<file path="src/rtl/qpsk_tx_symgen_pkg.sv">
// Shared types and constants for the QPSK symbol generator and the receive chain.
package qpsk_tx_symgen_pkg;

   localparam int unsigned SAMPLE_W    = 15;
   localparam int unsigned AMP_DEFAULT = 8191;

   typedef logic signed [SAMPLE_W-1:0] sample_t;

   // Nominal constellation levels shared with the gardner_sync receiver chain.
   localparam sample_t AMP_POS = sample_t'(AMP_DEFAULT);
   localparam sample_t AMP_NEG = -AMP_POS;

   typedef enum logic [1:0] {
      ST_IDLE,
      ST_PREAMBLE,
      ST_DATA,
      ST_TAIL
   } state_t;

   // NRZ mapping: bit 0 -> +amp, bit 1 -> -amp.
   function automatic sample_t map_bit(input logic b, input sample_t amp);
      return b ? -amp : amp;
   endfunction

endpackage

</file>
<file path="src/rtl/qpsk_bit_mapper.sv">
// Collects payload bits into I/Q pairs and maps a complete pair to constellation levels.
module qpsk_bit_mapper
   import qpsk_tx_symgen_pkg::*;
#(
   parameter int unsigned AMP = AMP_DEFAULT
)
(
   input  logic    clk,
   input  logic    rst_n,
   input  logic    clear,
   input  logic    active_nxt,
   input  logic    consume,
   input  logic    bit_in,
   input  logic    bit_valid,
   input  logic    bit_last,
   output logic    bit_ready,
   output logic    pair_valid_c,
   output logic    pair_last_c,
   output sample_t sym_i_c,
   output sample_t sym_q_c
);

   localparam sample_t AMP_S = sample_t'(AMP);

   logic [1:0] fill;
   logic [1:0] fill_nxt;
   logic [1:0] pair_buf;
   logic [1:0] buf_nxt;
   logic       last_seen;
   logic       last_nxt;
   logic       ready_nxt;
   logic       accept_c;

   // Fill/consume bookkeeping; a lone final bit is padded with a 0 in Q.
   always_comb begin
      fill_nxt = fill;
      buf_nxt  = pair_buf;
      last_nxt = last_seen;
      accept_c = bit_valid && bit_ready;
      if (clear) begin
         fill_nxt = 2'd0;
         last_nxt = 1'b0;
      end else begin
         if (consume) begin
            fill_nxt = 2'd0;
         end
         if (accept_c) begin
            if (fill_nxt == 2'd0) begin
               buf_nxt[0] = bit_in;
               if (bit_last) begin
                  buf_nxt[1] = 1'b0;
                  fill_nxt   = 2'd2;
               end else begin
                  fill_nxt   = 2'd1;
               end
            end else begin
               buf_nxt[1] = bit_in;
               fill_nxt   = 2'd2;
            end
            if (bit_last) begin
               last_nxt = 1'b1;
            end
         end
      end
      ready_nxt = active_nxt && (fill_nxt < 2'd2) && !last_nxt;
   end

   always_ff @(posedge clk or negedge rst_n) begin
      if (!rst_n) begin
         fill      <= 2'd0;
         pair_buf  <= 2'b00;
         last_seen <= 1'b0;
         bit_ready <= 1'b0;
      end else begin
         fill      <= fill_nxt;
         pair_buf  <= buf_nxt;
         last_seen <= last_nxt;
         bit_ready <= ready_nxt;
      end
   end

   // Once the final bit is in, no further bits enter, so a full buffer is the last pair.
   assign pair_valid_c = (fill == 2'd2);
   assign pair_last_c  = last_seen;
   assign sym_i_c      = map_bit(pair_buf[0], AMP_S);
   assign sym_q_c      = map_bit(pair_buf[1], AMP_S);

endmodule

</file>
<file path="src/rtl/qpsk_tx_symgen.sv">
// QPSK baseband symbol generator: alternating preamble, mapped payload pairs, one-symbol tail.
module qpsk_tx_symgen
   import qpsk_tx_symgen_pkg::*;
#(
   parameter int unsigned SPS     = 8,
   parameter int unsigned PRE_LEN = 32,
   parameter int unsigned AMP     = AMP_DEFAULT
)
(
   input  logic                       clk,
   input  logic                       rst_n,
   input  logic                       start,
   input  logic                       bit_in,
   input  logic                       bit_valid,
   input  logic                       bit_last,
   output logic                       bit_ready,
   output logic signed [SAMPLE_W-1:0] data_out_I,
   output logic signed [SAMPLE_W-1:0] data_out_Q,
   output logic                       sym_strobe,
   output logic                       busy,
   output logic                       underrun
);

   localparam int unsigned CNT_W = (SPS > 2) ? $clog2(SPS) : 1;
   localparam int unsigned PRE_W = $clog2(PRE_LEN + 1);
   localparam sample_t     AMP_S = sample_t'(AMP);

   state_t             state;
   state_t             state_nxt;
   logic [CNT_W-1:0]   cnt;
   logic [CNT_W-1:0]   cnt_nxt;
   logic [PRE_W-1:0]   pre_cnt;
   logic [PRE_W-1:0]   pre_nxt;
   sample_t            i_nxt;
   sample_t            q_nxt;
   logic               strobe_nxt;
   logic               under_nxt;
   logic               busy_nxt;
   logic               wrap_c;
   logic               load_data_c;
   logic               consume_c;
   logic               frame_start_c;
   logic               active_nxt_c;
   logic               pair_valid_c;
   logic               pair_last_c;
   sample_t            sym_i_c;
   sample_t            sym_q_c;

   qpsk_bit_mapper #(
      .AMP (AMP)
   ) u_mapper (
      .clk          (clk),
      .rst_n        (rst_n),
      .clear        (frame_start_c),
      .active_nxt   (active_nxt_c),
      .consume      (consume_c),
      .bit_in       (bit_in),
      .bit_valid    (bit_valid),
      .bit_last     (bit_last),
      .bit_ready    (bit_ready),
      .pair_valid_c (pair_valid_c),
      .pair_last_c  (pair_last_c),
      .sym_i_c      (sym_i_c),
      .sym_q_c      (sym_q_c)
   );

   assign wrap_c = (cnt == CNT_W'(SPS - 1));

   // Next-state, counters and next output sample.
   always_comb begin
      state_nxt     = state;
      cnt_nxt       = cnt;
      pre_nxt       = pre_cnt;
      i_nxt         = data_out_I;
      q_nxt         = data_out_Q;
      strobe_nxt    = 1'b0;
      under_nxt     = 1'b0;
      load_data_c   = 1'b0;
      consume_c     = 1'b0;
      frame_start_c = 1'b0;
      unique case (state)
         ST_IDLE: begin
            cnt_nxt = '0;
            i_nxt   = '0;
            q_nxt   = '0;
            if (start) begin
               state_nxt     = ST_PREAMBLE;
               pre_nxt       = PRE_W'(1);
               i_nxt         = AMP_S;
               q_nxt         = AMP_S;
               strobe_nxt    = 1'b1;
               frame_start_c = 1'b1;
            end
         end
         ST_PREAMBLE: begin
            if (wrap_c) begin
               cnt_nxt    = '0;
               strobe_nxt = 1'b1;
               if (pre_cnt == PRE_W'(PRE_LEN)) begin
                  state_nxt   = ST_DATA;
                  load_data_c = 1'b1;
               end else begin
                  pre_nxt = pre_cnt + PRE_W'(1);
                  i_nxt   = pre_cnt[0] ? -AMP_S : AMP_S;
                  q_nxt   = i_nxt;
               end
            end else begin
               cnt_nxt = cnt + CNT_W'(1);
            end
         end
         ST_DATA: begin
            if (wrap_c) begin
               cnt_nxt     = '0;
               strobe_nxt  = 1'b1;
               load_data_c = 1'b1;
            end else begin
               cnt_nxt = cnt + CNT_W'(1);
            end
         end
         ST_TAIL: begin
            if (wrap_c) begin
               state_nxt = ST_IDLE;
               cnt_nxt   = '0;
               i_nxt     = '0;
               q_nxt     = '0;
            end else begin
               cnt_nxt = cnt + CNT_W'(1);
            end
         end
         default: begin
            state_nxt = ST_IDLE;
         end
      endcase
      // Data symbol boundary: take a complete pair, otherwise emit silence and flag it.
      if (load_data_c) begin
         if (pair_valid_c) begin
            i_nxt     = sym_i_c;
            q_nxt     = sym_q_c;
            consume_c = 1'b1;
            if (pair_last_c) begin
               state_nxt = ST_TAIL;
            end
         end else begin
            i_nxt     = '0;
            q_nxt     = '0;
            under_nxt = 1'b1;
         end
      end
      busy_nxt     = (state_nxt != ST_IDLE);
      active_nxt_c = (state_nxt == ST_PREAMBLE) || (state_nxt == ST_DATA);
   end

   always_ff @(posedge clk or negedge rst_n) begin
      if (!rst_n) begin
         state      <= ST_IDLE;
         cnt        <= '0;
         pre_cnt    <= '0;
         data_out_I <= '0;
         data_out_Q <= '0;
         sym_strobe <= 1'b0;
         busy       <= 1'b0;
         underrun   <= 1'b0;
      end else begin
         state      <= state_nxt;
         cnt        <= cnt_nxt;
         pre_cnt    <= pre_nxt;
         data_out_I <= i_nxt;
         data_out_Q <= q_nxt;
         sym_strobe <= strobe_nxt;
         busy       <= busy_nxt;
         underrun   <= under_nxt;
      end
   end

endmodule

</file>
<file path="config.mk">
export PLATFORM = sky130hd
export DESIGN_NAME = qpsk_tx_symgen
export DESIGN_NICKNAME = d
export VERILOG_FILES = /design/src/rtl/qpsk_tx_symgen_pkg.sv /design/src/rtl/qpsk_bit_mapper.sv /design/src/rtl/qpsk_tx_symgen.sv
export SDC_FILE = /design/constraint.sdc
export NUM_CORES = 1
export LEC_CHECK = 0
export BUFFER_PORTS_ARGS = -buffer_cell sky130_fd_sc_hd__buf_2
export CORE_MARGIN = 10
export CORE_UTILIZATION = 45
export CTS_BUF_LIST = sky130_fd_sc_hd__clkbuf_4 sky130_fd_sc_hd__clkbuf_8 sky130_fd_sc_hd__clkbuf_16
export DETAILED_ROUTE_END_ITERATION = 10
export GPL_TIMING_DRIVEN = 0
export PLACE_DENSITY_LB_ADDON = 0.2
export SLEW_MARGIN = 20
export SYNTH_ARGS = -nofsm -noshare
export SYNTH_HDL_FRONTEND = slang
export SYNTH_SLANG_ARGS = --single-unit
</file>
<file path="constraint.sdc">
create_clock -name clk -period 2.28 [get_ports clk]
set_input_delay 0.228 -clock clk [delete_from_list [all_inputs] [get_ports clk]]
set_output_delay 0.228 -clock clk [all_outputs]
set_load 0.02 [all_outputs]
</file>
==> results of run 1 <==
==> stage by stage <==
stage	setup slack, ns	area, um^2	total power [mW]
6_report	0.0839	2040	2.74
5_1_grt	-0.00581	2040	2.96
4_1_cts	0.0102	2000	2.71
3_5_place_dp	0.0137	1940	2.43
3_3_place_gp	0.0647	1940	2.42
2_1_floorplan	0.205	1680	1.99
==> worst max-delay path, stage by stage, from the launching register on <==
cell,delay [ns]
dfrtp_1,0.40
ha_1,0.20
ha_1,0.20
buf_6,0.14
and3_1,0.18
a41o_1,0.24
buf_4,0.18
a31oi_2,0.17
ha_1,0.24
nor4b_1,0.14
==> final cells by class <==
type | instances | area (um^2) | area share (%)
buffer | 31 | 236 | 11.6
clock buffer | 3 | 41.3 | 2.02
inverter | 9 | 33.8 | 1.66
clock inverter | 1 | 8.76 | 0.429
sequential | 25 | 628 | 30.8
tap | 48 | 60.1 | 2.94
multi-input combinational | 112 | 812 | 39.8
timing repair buffer | 42 | 220 | 10.8
==> cell usage in the layout, fill, tap and decap left out, types with 3 or more instances in the layout <==
cell type,count
o31ai_1,4
dfrtp_1,23
nor2b_1,6
o21ai_0,6
clkbuf_8,3
nand3_1,11
a31oi_1,5
nor2_1,8
nand2_1,14
ha_1,8
inv_1,8
buf_2,39
buf_6,3
a21oi_1,11
buf_4,28
==> registers in the layout, indices dropped and copies added (netlist names) <==
name / count
pre_cnt: 6
u_mapper.pair_buf: 2
state: 2
data_out_Q: 2
u_mapper.pair_last_c: 1
u_mapper.bit_ready: 1
u_mapper.fill: 2
underrun: 1
data_out_I: 3
cnt: 3
sym_strobe: 1
busy: 1
==> what timing repair did <==
item	4_1_cts	5_1_grt
endpoints found under the setup margin	0	1
endpoints found under the hold margin	25	0
hold buffers	1	0
gates resized for setup	0	8
setup buffers	0	2
==> per-layer routing <==
metal	GRT usage [%]	share of wire (%)	up-vias
met3	3.75	8.0	2
li1	-	-	707
met4	1.56	0.35	0
met1	12.8	42	627
met5	0	0	-
met2	20.1	50	32
==> power groups by stage <==
stage / clock network [mW] / logic [mW] / registers [mW]
after CTS: 0.288 / 1.66 / 0.767
after detailed placement: 0 / 1.65 / 0.776
after global routing: 0.309 / 1.86 / 0.797
final: 0.280 / 1.70 / 0.764
after floorplan: 0 / 1.19 / 0.800
after global placement: 0 / 1.65 / 0.774
==> worst paths after layout <==
check,from,endpoint,slack (ns),cells past startpoint
min reg2reg,cnt[0],cnt[0],0.44,1
min in group asynchronous,rst_n,cnt[2],0.46,2
min,bit_in,u_mapper.pair_buf[0],0.19,2
max,cnt[0],u_mapper.bit_ready,0.08,9
max reg2reg,cnt[0],u_mapper.bit_ready,0.08,9
max in group asynchronous,rst_n,state[0],1.42,2
==> cells by family (layout without fill, tap and decap cells) <==
group	Yosys count	after routing	synth area share, %
AO/OA/AOI/OAI	44	44	19.5
AND/OR/NAND/NOR	55	55	17.9
multiplexers	3	3	2.15
buffers and inverters	40	86	15.9
adder cells (fa/ha/maj)	10	10	7.43
flip-flops	25	25	37.1
==> impl_metrics.py, run 1 <==
metrics = {
    "critical_path": {
        "cp_max_fo": 10,
        "required_ns": 2.45,
        "end_kind": "flip-flop",
        "crit_arrival_ns": 2.37,
        "cp-start-kind": "flip-flop",
        "path_class": "flip-flop to flip-flop",
    },
    "routing": {
        "drc": 0,
        "drt_iter0_drc": 56,
        "via_per_inst": 5.05,
        "ant_nets": 0,
        "drt-total-wl_mm": 3.74,
        "first_pass_iters": 4,
        "avgRoutedWirePerCell_um": 13.8,
        "vias": 1368,
    },
    "floorplan": {
        "die_area_um2": 6590,
        "die_y_um": 81.2,
        "die_w_um": 81.2,
        "initial_core_util_pct": 46.3,
        "core_um2": 3630,
        "top_level_ports": 40,
        "row_count": 22,
    },
    "cts": {
        "cts_buffers": 3,
        "clock_latency_ns": 0.28,
        "clockBufferDepth": 2,
        "clk_pin_slew_worst_paths_ns": 0.10,
        "htree_levels": 1,
        "clock-sinks": 25,
        "clock-root-buffer": "clkbuf_8",
        "cts_tree": "built",
    },
    "placement": {
        "gp_congestion": 0.847,
        "dp_hpwl_mm": 2.88,
        "portBuffers": 39,
        "place_inst": 264,
    },
    "timing": {
        "hold_viol": 0,
        "hold_slack_ns": 0.188,
        "relSlewSlack_pct": 62.8,
        "skew_ns": 0.0122,
        "fin_crit_sh_pct": 96.3,
        "max_freq_mhz": 455,
        "worstMarginPinSlew_ns": 0.559,
        "slew_viol_final": 0,
        "setup_viol": 0,
        "setup-tns-final_ns": 0,
        "finalCriticalPeriod_ns": 2.20,
    },
    "synthesis": {
        "yosysSeqAreaShare_pct": 37.1,
        "synth_area_um2": 1680,
        "yosysWarnings": 0,
        "synth_cell_types": 47,
        "async_reset_ff_share_pct": 100,
        "synth_ff_type": "dfrtp_1",
        "synth_area_leader_cell": "dfrtp_1",
        "synth_nets": 193,
        "synth_cells": 177,
        "synth_common_cells": "25 x buf_4, 25 x dfrtp_1, 14 x nand2_1",
        "ys_seq_elements": 25,
        "synth_top_cell_area_share_pct": 37.1,
        "synthTopCellsByArea": "dfrtp_1 37%, buf_4 11%, ha_1 7.4%",
        "synth_edf_count": 0,
        "synth.avg_cell_area_um2": 9.51,
    },
    "power_and_ir_drop": {
        "power_switching_mw": 1.23,
        "power_density_nw_per_um2": 1340,
        "switching_share_pct": 44.8,
        "leakagePower_nw": 1.00,
        "p_int_mw": 1.51,
        "power_frac_clock_pct": 10.2,
        "worst_ir_drop_vdd_mv": 0.632,
        "pwr-share-seq_pct": 27.9,
        "combPwrFrac_pct": 61.9,
    },
    "grt": {
        "grt-ovfl-total": 0,
        "grt_pass1_vias": 1322,
        "antenna_found_initial": 0,
        "grt_pass1_wl_mm": 6.10,
        "grt_use_total_pct": 11.2,
        "grt_max_degree": 26,
    },
    "final_layout": {
        "antenna_cells": 0,
        "final_nets": 240,
        "area_growth_syn_to_layout_pct": 21.2,
        "stdcell_count": 271,
        "drive_gt1_share_pct": 40.8,
        "fillers": 337,
        "final_core_util_pct": 56.2,
    },
    "worst_hold_path": {
        "hold_class": "input port to flip-flop",
    },
    "job": {
        "drv_cap": 0,
    },
    "outcome": {
        "status": "completed",
    },
}
No activity file was read; power rests on OpenSTA's default activity.
==> inputs of run 2 (changes only) <==
PLACE_DENSITY = 0.69   (was default)
PLACE_DENSITY_LB_ADDON = default   (was 0.2)
==> run 2 against run 1 <==
Compared with the run above:
- cell count is 0.74% higher
- maximum frequency is 1.0% higher
- sequential power about the same
- clock skew fell by 0.0071 ns
- sequential share of layout area is 0.057 points higher
- non-clock buffer count rose by 2
- register-to-register slack gained 0.02 ns
- die area unchanged
- cell area down 0.18%
- largest power group unchanged
- sequential cell count unchanged
- critical endpoint unchanged
==> impl_metrics.py, run 2 (synthesized netlist as in run 1, its figures left out) <==
metrics = {
    "worst_hold_path": {
        "hold_class": "input port to flip-flop",
        "min-delay-start": "bit_in",
        "min_to": "u_mapper.pair_buf[0]",
        "min_delay_path_depth": 2,
    },
    "final_layout": {
        "final_cell_mix": "39 x buf_2, 30 x buf_4, 23 x dfrtp_1",
        "final_nets": 242,
        "top_register": "pre_cnt",
        "area_growth_syn_to_layout_pct": 21.0,
        "final_area_um2": 2040,
        "drive_gt1_share_pct": 40.0,
        "antenna_cells": 0,
        "stdcell_count": 273,
        "largest_reg_flops": 6,
        "reg_top3": "pre_cnt (6), cnt (3), data_out_I (3)",
        "final_common_cell": "buf_2",
    },
    "routing": {
        "drt_iter0_drc": 76,
        "first_pass_iters": 4,
        "drc": 0,
        "avgRoutedWirePerCell_um": 13.5,
        "vias": 1377,
        "via_per_inst": 5.04,
        "ant_nets": 0,
        "drt-total-wl_mm": 3.69,
    },
    "critical_path": {
        "cp.depth": 9,
        "crit_arrival_ns": 2.32,
        "worstReg2RegStart": "cnt[0]",
        "critPathBufInv": 2,
        "critical_path.slowest_cell": "dfrtp_1",
        "required_ns": 2.43,
        "rrSetupSlack_ns": 0.11,
        "rr_endpoint": "u_mapper.bit_ready",
        "crit_path_frequent_cell": "ha_1",
        "cp-start-kind": "flip-flop",
        "crit_family": "adder cells",
        "end_kind": "flip-flop",
        "crit_chain": "ha_1, ha_1, buf_6, and3_1, a41o_1, buf_4, a31oi_1, ha_1, nor4b_2",
        "path_class": "flip-flop to flip-flop",
        "r2r_cells": 9,
        "cp_max_fo": 10,
        "critPathMaxStageDelay_ns": 0.40,
    },
    "grt": {
        "grt-ovfl-total": 0,
        "grt_use_met3_pct": 3.53,
        "grt_max_degree": 26,
        "use_met1_pct": 14.0,
        "grt_use_total_pct": 12.0,
        "busiest_layer": "met2",
        "grt_pass1_wl_mm": 6.53,
        "use_met2_pct": 21.2,
        "grt_pass1_vias": 1385,
        "antenna_found_initial": 0,
    },
    "timing": {
        "rsz0062_at_grt": "false",
        "max_freq_mhz": 460,
        "slew_viol_final": 0,
        "setup_viol": 0,
        "hold_viol": 0,
        "worstMarginPinSlew_ns": 0.545,
        "hold_slack_ns": 0.206,
        "setup-tns-final_ns": 0,
        "relSlewSlack_pct": 63.7,
        "finalCriticalPeriod_ns": 2.17,
        "skew_ns": 0.00512,
        "fin_crit_sh_pct": 95.3,
    },
    "power_and_ir_drop": {
        "leakagePower_nw": 1.01,
        "worst_ir_drop_vdd_mv": 0.585,
        "power_density_nw_per_um2": 1330,
    },
    "cts": {
        "clock-root-buffer": "clkbuf_8",
        "clockBufferDepth": 2,
        "clock_latency_ns": 0.27,
        "cts_tree": "built",
        "clock-sinks": 25,
        "htree_levels": 1,
        "cts_buffers": 3,
        "clk_pin_slew_worst_paths_ns": 0.09,
    },
    "placement": {
        "portBuffers": 39,
        "dp_hpwl_mm": 2.90,
        "gp_congestion": 0.858,
        "place_inst": 264,
        "placed_cell_area_um2": 1940,
    },
    "floorplan": {
        "die_y_um": 81.2,
        "die_w_um": 81.2,
        "top_level_ports": 40,
        "core_um2": 3630,
        "initial_core_util_pct": 46.3,
        "die_area_um2": 6590,
        "row_count": 22,
    },
    "job": {
        "drv_cap": 0,
    },
    "outcome": {
        "status": "completed",
    },
}
-- run 2: power breakdown --
part | switching [mW] | total (mW) | internal (mW)
logic | 0.899 | 1.69 | 0.788
registers | 0.175 | 0.765 | 0.590
clock network | 0.142 | 0.264 | 0.122
-- run 2: worst reg2reg max path: cells and delay by family (launching register included) --
family | cells | cell delay, ns
buf+inv | 2 | 0.31
flops | 1 | 0.40
fa+ha+maj | 3 | 0.64
simple gates | 2 | 0.33
compound gates | 2 | 0.38
-- run 2: how the worst max path moves through the flow --
| stage | from | endpoint |
|---|---|---|
| detailed placement | pre_cnt[0] | u_mapper.bit_ready |
| finish | cnt[0] | u_mapper.bit_ready |
| CTS | pre_cnt[0] | u_mapper.bit_ready |
| global placement | pre_cnt[0] | u_mapper.bit_ready |
| floorplan | cnt[0] | u_mapper.bit_ready |
| global route | state[1] | u_mapper.bit_ready |
-- run 2: layout make-up --
class                   count  area (um^2)
fillers                   353         1600
multi-input cells         112          797
flip-flops and latches     25          628
plain buffers              31          236
repair buffers             44          235
well taps                  48         60.1
clock buffers               3         41.3
inverters                   9         33.8
clock inverters             1         5.00
-- run 2: metrics by stage --
stage	utilization [%]	total power [mW]	worst slack [ns]
3_3_place_gp	53.4	2.42	0.0790
3_5_place_dp	53.4	2.44	0.0544
4_1_cts	54.9	2.71	0.0373
2_1_floorplan	-	1.99	0.205
5_1_grt	56.1	2.96	0.00383
6_report	56.1	2.72	0.106
-- run 2: what timing repair did --
| action | in CTS | in global routing |
|---|---|---|
| gates resized for setup | 0 | 5 |
| hold buffers | 1 | 0 |
| endpoints found under the setup margin | 0 | 1 |
| hold endpoints to repair | 25 | 0 |
| setup buffers | 0 | 4 |
-- run 2: per-layer routing --
metal	part of all wire (%)	vias to the layer above
met1	44	640
met3	5.1	2
met5	0	-
met2	50	25
li1	-	710
met4	0.38	0
==> inputs of run 3 (changes only) <==
MAX_ROUTING_LAYER = met4   (was default)
clock period = 2.82 ns   (was 2.28 ns; I/O delays follow)
==> run 3 against run 2 <==
Compared with the run above:
- sequential share of layout area grew 0.67 points
- utilization shrank 1.4 points
- critical path type unchanged
- setup slack gained 0.49 ns
- register-to-register slack gained 0.49 ns
- maximum frequency shrank 2.3%
- via count shrank 2.3%
- power shrank 20%
- combinational power shrank 21%
- the flow now finishes with violations (hold timing)
- die area is the same
==> impl_metrics.py, run 3 (synthesized netlist as in run 1, its figures left out) <==
metrics = {
    "outcome": {
        "status": "finished with violations",
        "violations": "hold timing",
    },
    "floorplan": {
        "row_count": 22,
        "die_w_um": 81.2,
        "top_level_ports": 40,
        "die_area_um2": 6590,
        "die_y_um": 81.2,
        "initial_core_util_pct": 46.3,
        "core_um2": 3630,
    },
    "critical_path": {
        "critical_path.slowest_cell": "dfrtp_1",
        "rr_endpoint": "u_mapper.bit_ready",
        "cp_max_fo": 10,
        "path_class": "flip-flop to flip-flop",
        "rrSetupSlack_ns": 0.59,
        "crit_arrival_ns": 2.38,
        "r2r_cells": 9,
        "crit_chain": "ha_1, ha_1, buf_6, and3_1, a41o_1, buf_2, a31oi_1, ha_1, nor4b_1",
        "critPathMaxStageDelay_ns": 0.41,
        "crit_path_frequent_cell": "ha_1",
        "end_kind": "flip-flop",
        "worstReg2RegStart": "cnt[0]",
        "required_ns": 2.97,
        "cp-start-kind": "flip-flop",
    },
    "routing": {
        "drt-total-wl_mm": 3.64,
        "first_pass_iters": 5,
        "via_per_inst": 5.02,
        "drt_iter0_drc": 53,
        "met1_length_mm": 1.64,
        "wl_met2_mm": 1.85,
        "drc": 0,
        "ant_nets": 0,
        "met3_wirelength_um": 138,
        "vias": 1345,
        "top_layer": "met4",
        "avgRoutedWirePerCell_um": 13.6,
    },
    "placement": {
        "gp_congestion": 0.871,
        "portBuffers": 39,
        "place_inst": 264,
        "dpl_worst_slack_ns": 0.594,
        "dp_hpwl_mm": 2.90,
    },
    "grt": {
        "grt-ovfl-total": 0,
        "grt_use_total_pct": 12.3,
        "antenna_found_initial": 0,
        "grt_max_degree": 26,
        "grt_pass1_wl_mm": 6.51,
        "grt_pass1_vias": 1381,
    },
    "final_layout": {
        "reg_top3": "pre_cnt (6), cnt (3), data_out_I (3)",
        "drive_gt1_share_pct": 37.7,
        "final_nets": 237,
        "final_common_cell": "buf_2",
        "final_core_util_pct": 54.6,
        "fillers": 358,
        "largest_reg_flops": 6,
        "antenna_cells": 0,
        "stdcell_count": 268,
        "top_register": "pre_cnt",
        "final_cell_mix": "40 x buf_2, 25 x buf_4, 25 x dfrtp_1",
        "multi_input_area_um2": 791,
        "seq_area_um2": 626,
        "area_growth_syn_to_layout_pct": 17.9,
    },
    "timing": {
        "slew_viol_final": 0,
        "setup-tns-final_ns": 0,
        "fin_crit_sh_pct": 78.9,
        "hold_viol": 25,
        "hold_slack_ns": -0.0178,
        "skew_ns": 0.00399,
        "setup_viol": 0,
        "max_freq_mhz": 449,
        "setup_ws_ns": 0.594,
        "worstMarginPinSlew_ns": 0.541,
        "finalCriticalPeriod_ns": 2.23,
        "rsz0062_at_grt": "false",
        "relSlewSlack_pct": 63.9,
    },
    "cts": {
        "clock_latency_ns": 0.27,
        "clockBufferDepth": 2,
        "htree_levels": 1,
        "clock-sinks": 25,
        "cts_tree": "built",
        "post_cts_buffers": 0,
        "hold_buffers": 0,
        "cts_resized": 0,
        "clk_pin_slew_worst_paths_ns": 0.09,
        "clock-root-buffer": "clkbuf_8",
        "cts_buffers": 3,
    },
    "power_and_ir_drop": {
        "worst_ir_drop_vdd_mv": 0.473,
        "leakagePower_nw": 0.990,
        "power_density_nw_per_um2": 1090,
    },
    "job": {
        "drv_cap": 0,
    },
    "worst_hold_path": {
        "hold_class": "input port to asynchronous set/reset pin",
    },
}
==> run 3: critical path, delay by kind of cell, from the launching register on <==
kind                     cells  cell delay, ns
buffers and inverters        2            0.32
flip-flops                   1            0.41
AND/OR/NAND/NOR              2            0.32
AO/OA/AOI/OAI                2            0.42
adder cells (fa/ha/maj)      3            0.64
==> run 3: power breakdown <==
part / total (mW) / leakage, nW / internal, mW / switching, mW
combinational: 1.33 / 0.648 / 0.610 / 0.717
clock: 0.214 / 0.0255 / 0.0989 / 0.116
sequential: 0.617 / 0.317 / 0.475 / 0.142
==> run 3: cell type report <==
cell class | instances | share of cell area (%)
clock inverter | 1 | 0.252
inverter | 9 | 1.70
sequential | 25 | 31.5
buffer | 31 | 11.8
multi-input combinational | 112 | 39.8
timing repair buffer | 39 | 9.83
clock buffer | 3 | 2.08
tap | 48 | 3.02
==> run 3: routing by layer <==
| metal | vias to the layer above | GRT usage [%] |
|---|---|---|
| li1 | 701 | - |
| met4 | 0 | 2.77 |
| met2 | 19 | 21.2 |
| met5 | - | - |
| met1 | 623 | 14.1 |
| met3 | 2 | 3.20 |
==> run 3: worst max-delay path by stage <==
stage / startpoint / to / slack [ns]
floorplan: cnt[0] / u_mapper.bit_ready / 0.75
global placement: pre_cnt[0] / u_mapper.bit_ready / 0.62
detailed placement: pre_cnt[0] / u_mapper.bit_ready / 0.59
CTS: pre_cnt[0] / u_mapper.bit_ready / 0.58
global route: pre_cnt[0] / u_mapper.bit_ready / 0.40
finish: cnt[0] / u_mapper.bit_ready / 0.59
==> run 3: stage by stage <==
| step | power [mW] | cell area [um^2] | hold WS [ns] |
|---|---|---|---|
| after CTS | 2.19 | 1990 | 0.00782 |
| after global placement | 1.96 | 1940 | 0.305 |
| after global routing | 2.36 | 1990 | 0.0323 |
| final | 2.16 | 1990 | -0.0178 |
| after floorplan | 1.61 | 1680 | -0.0136 |
| after detailed placement | 1.97 | 1940 | 0.307 |
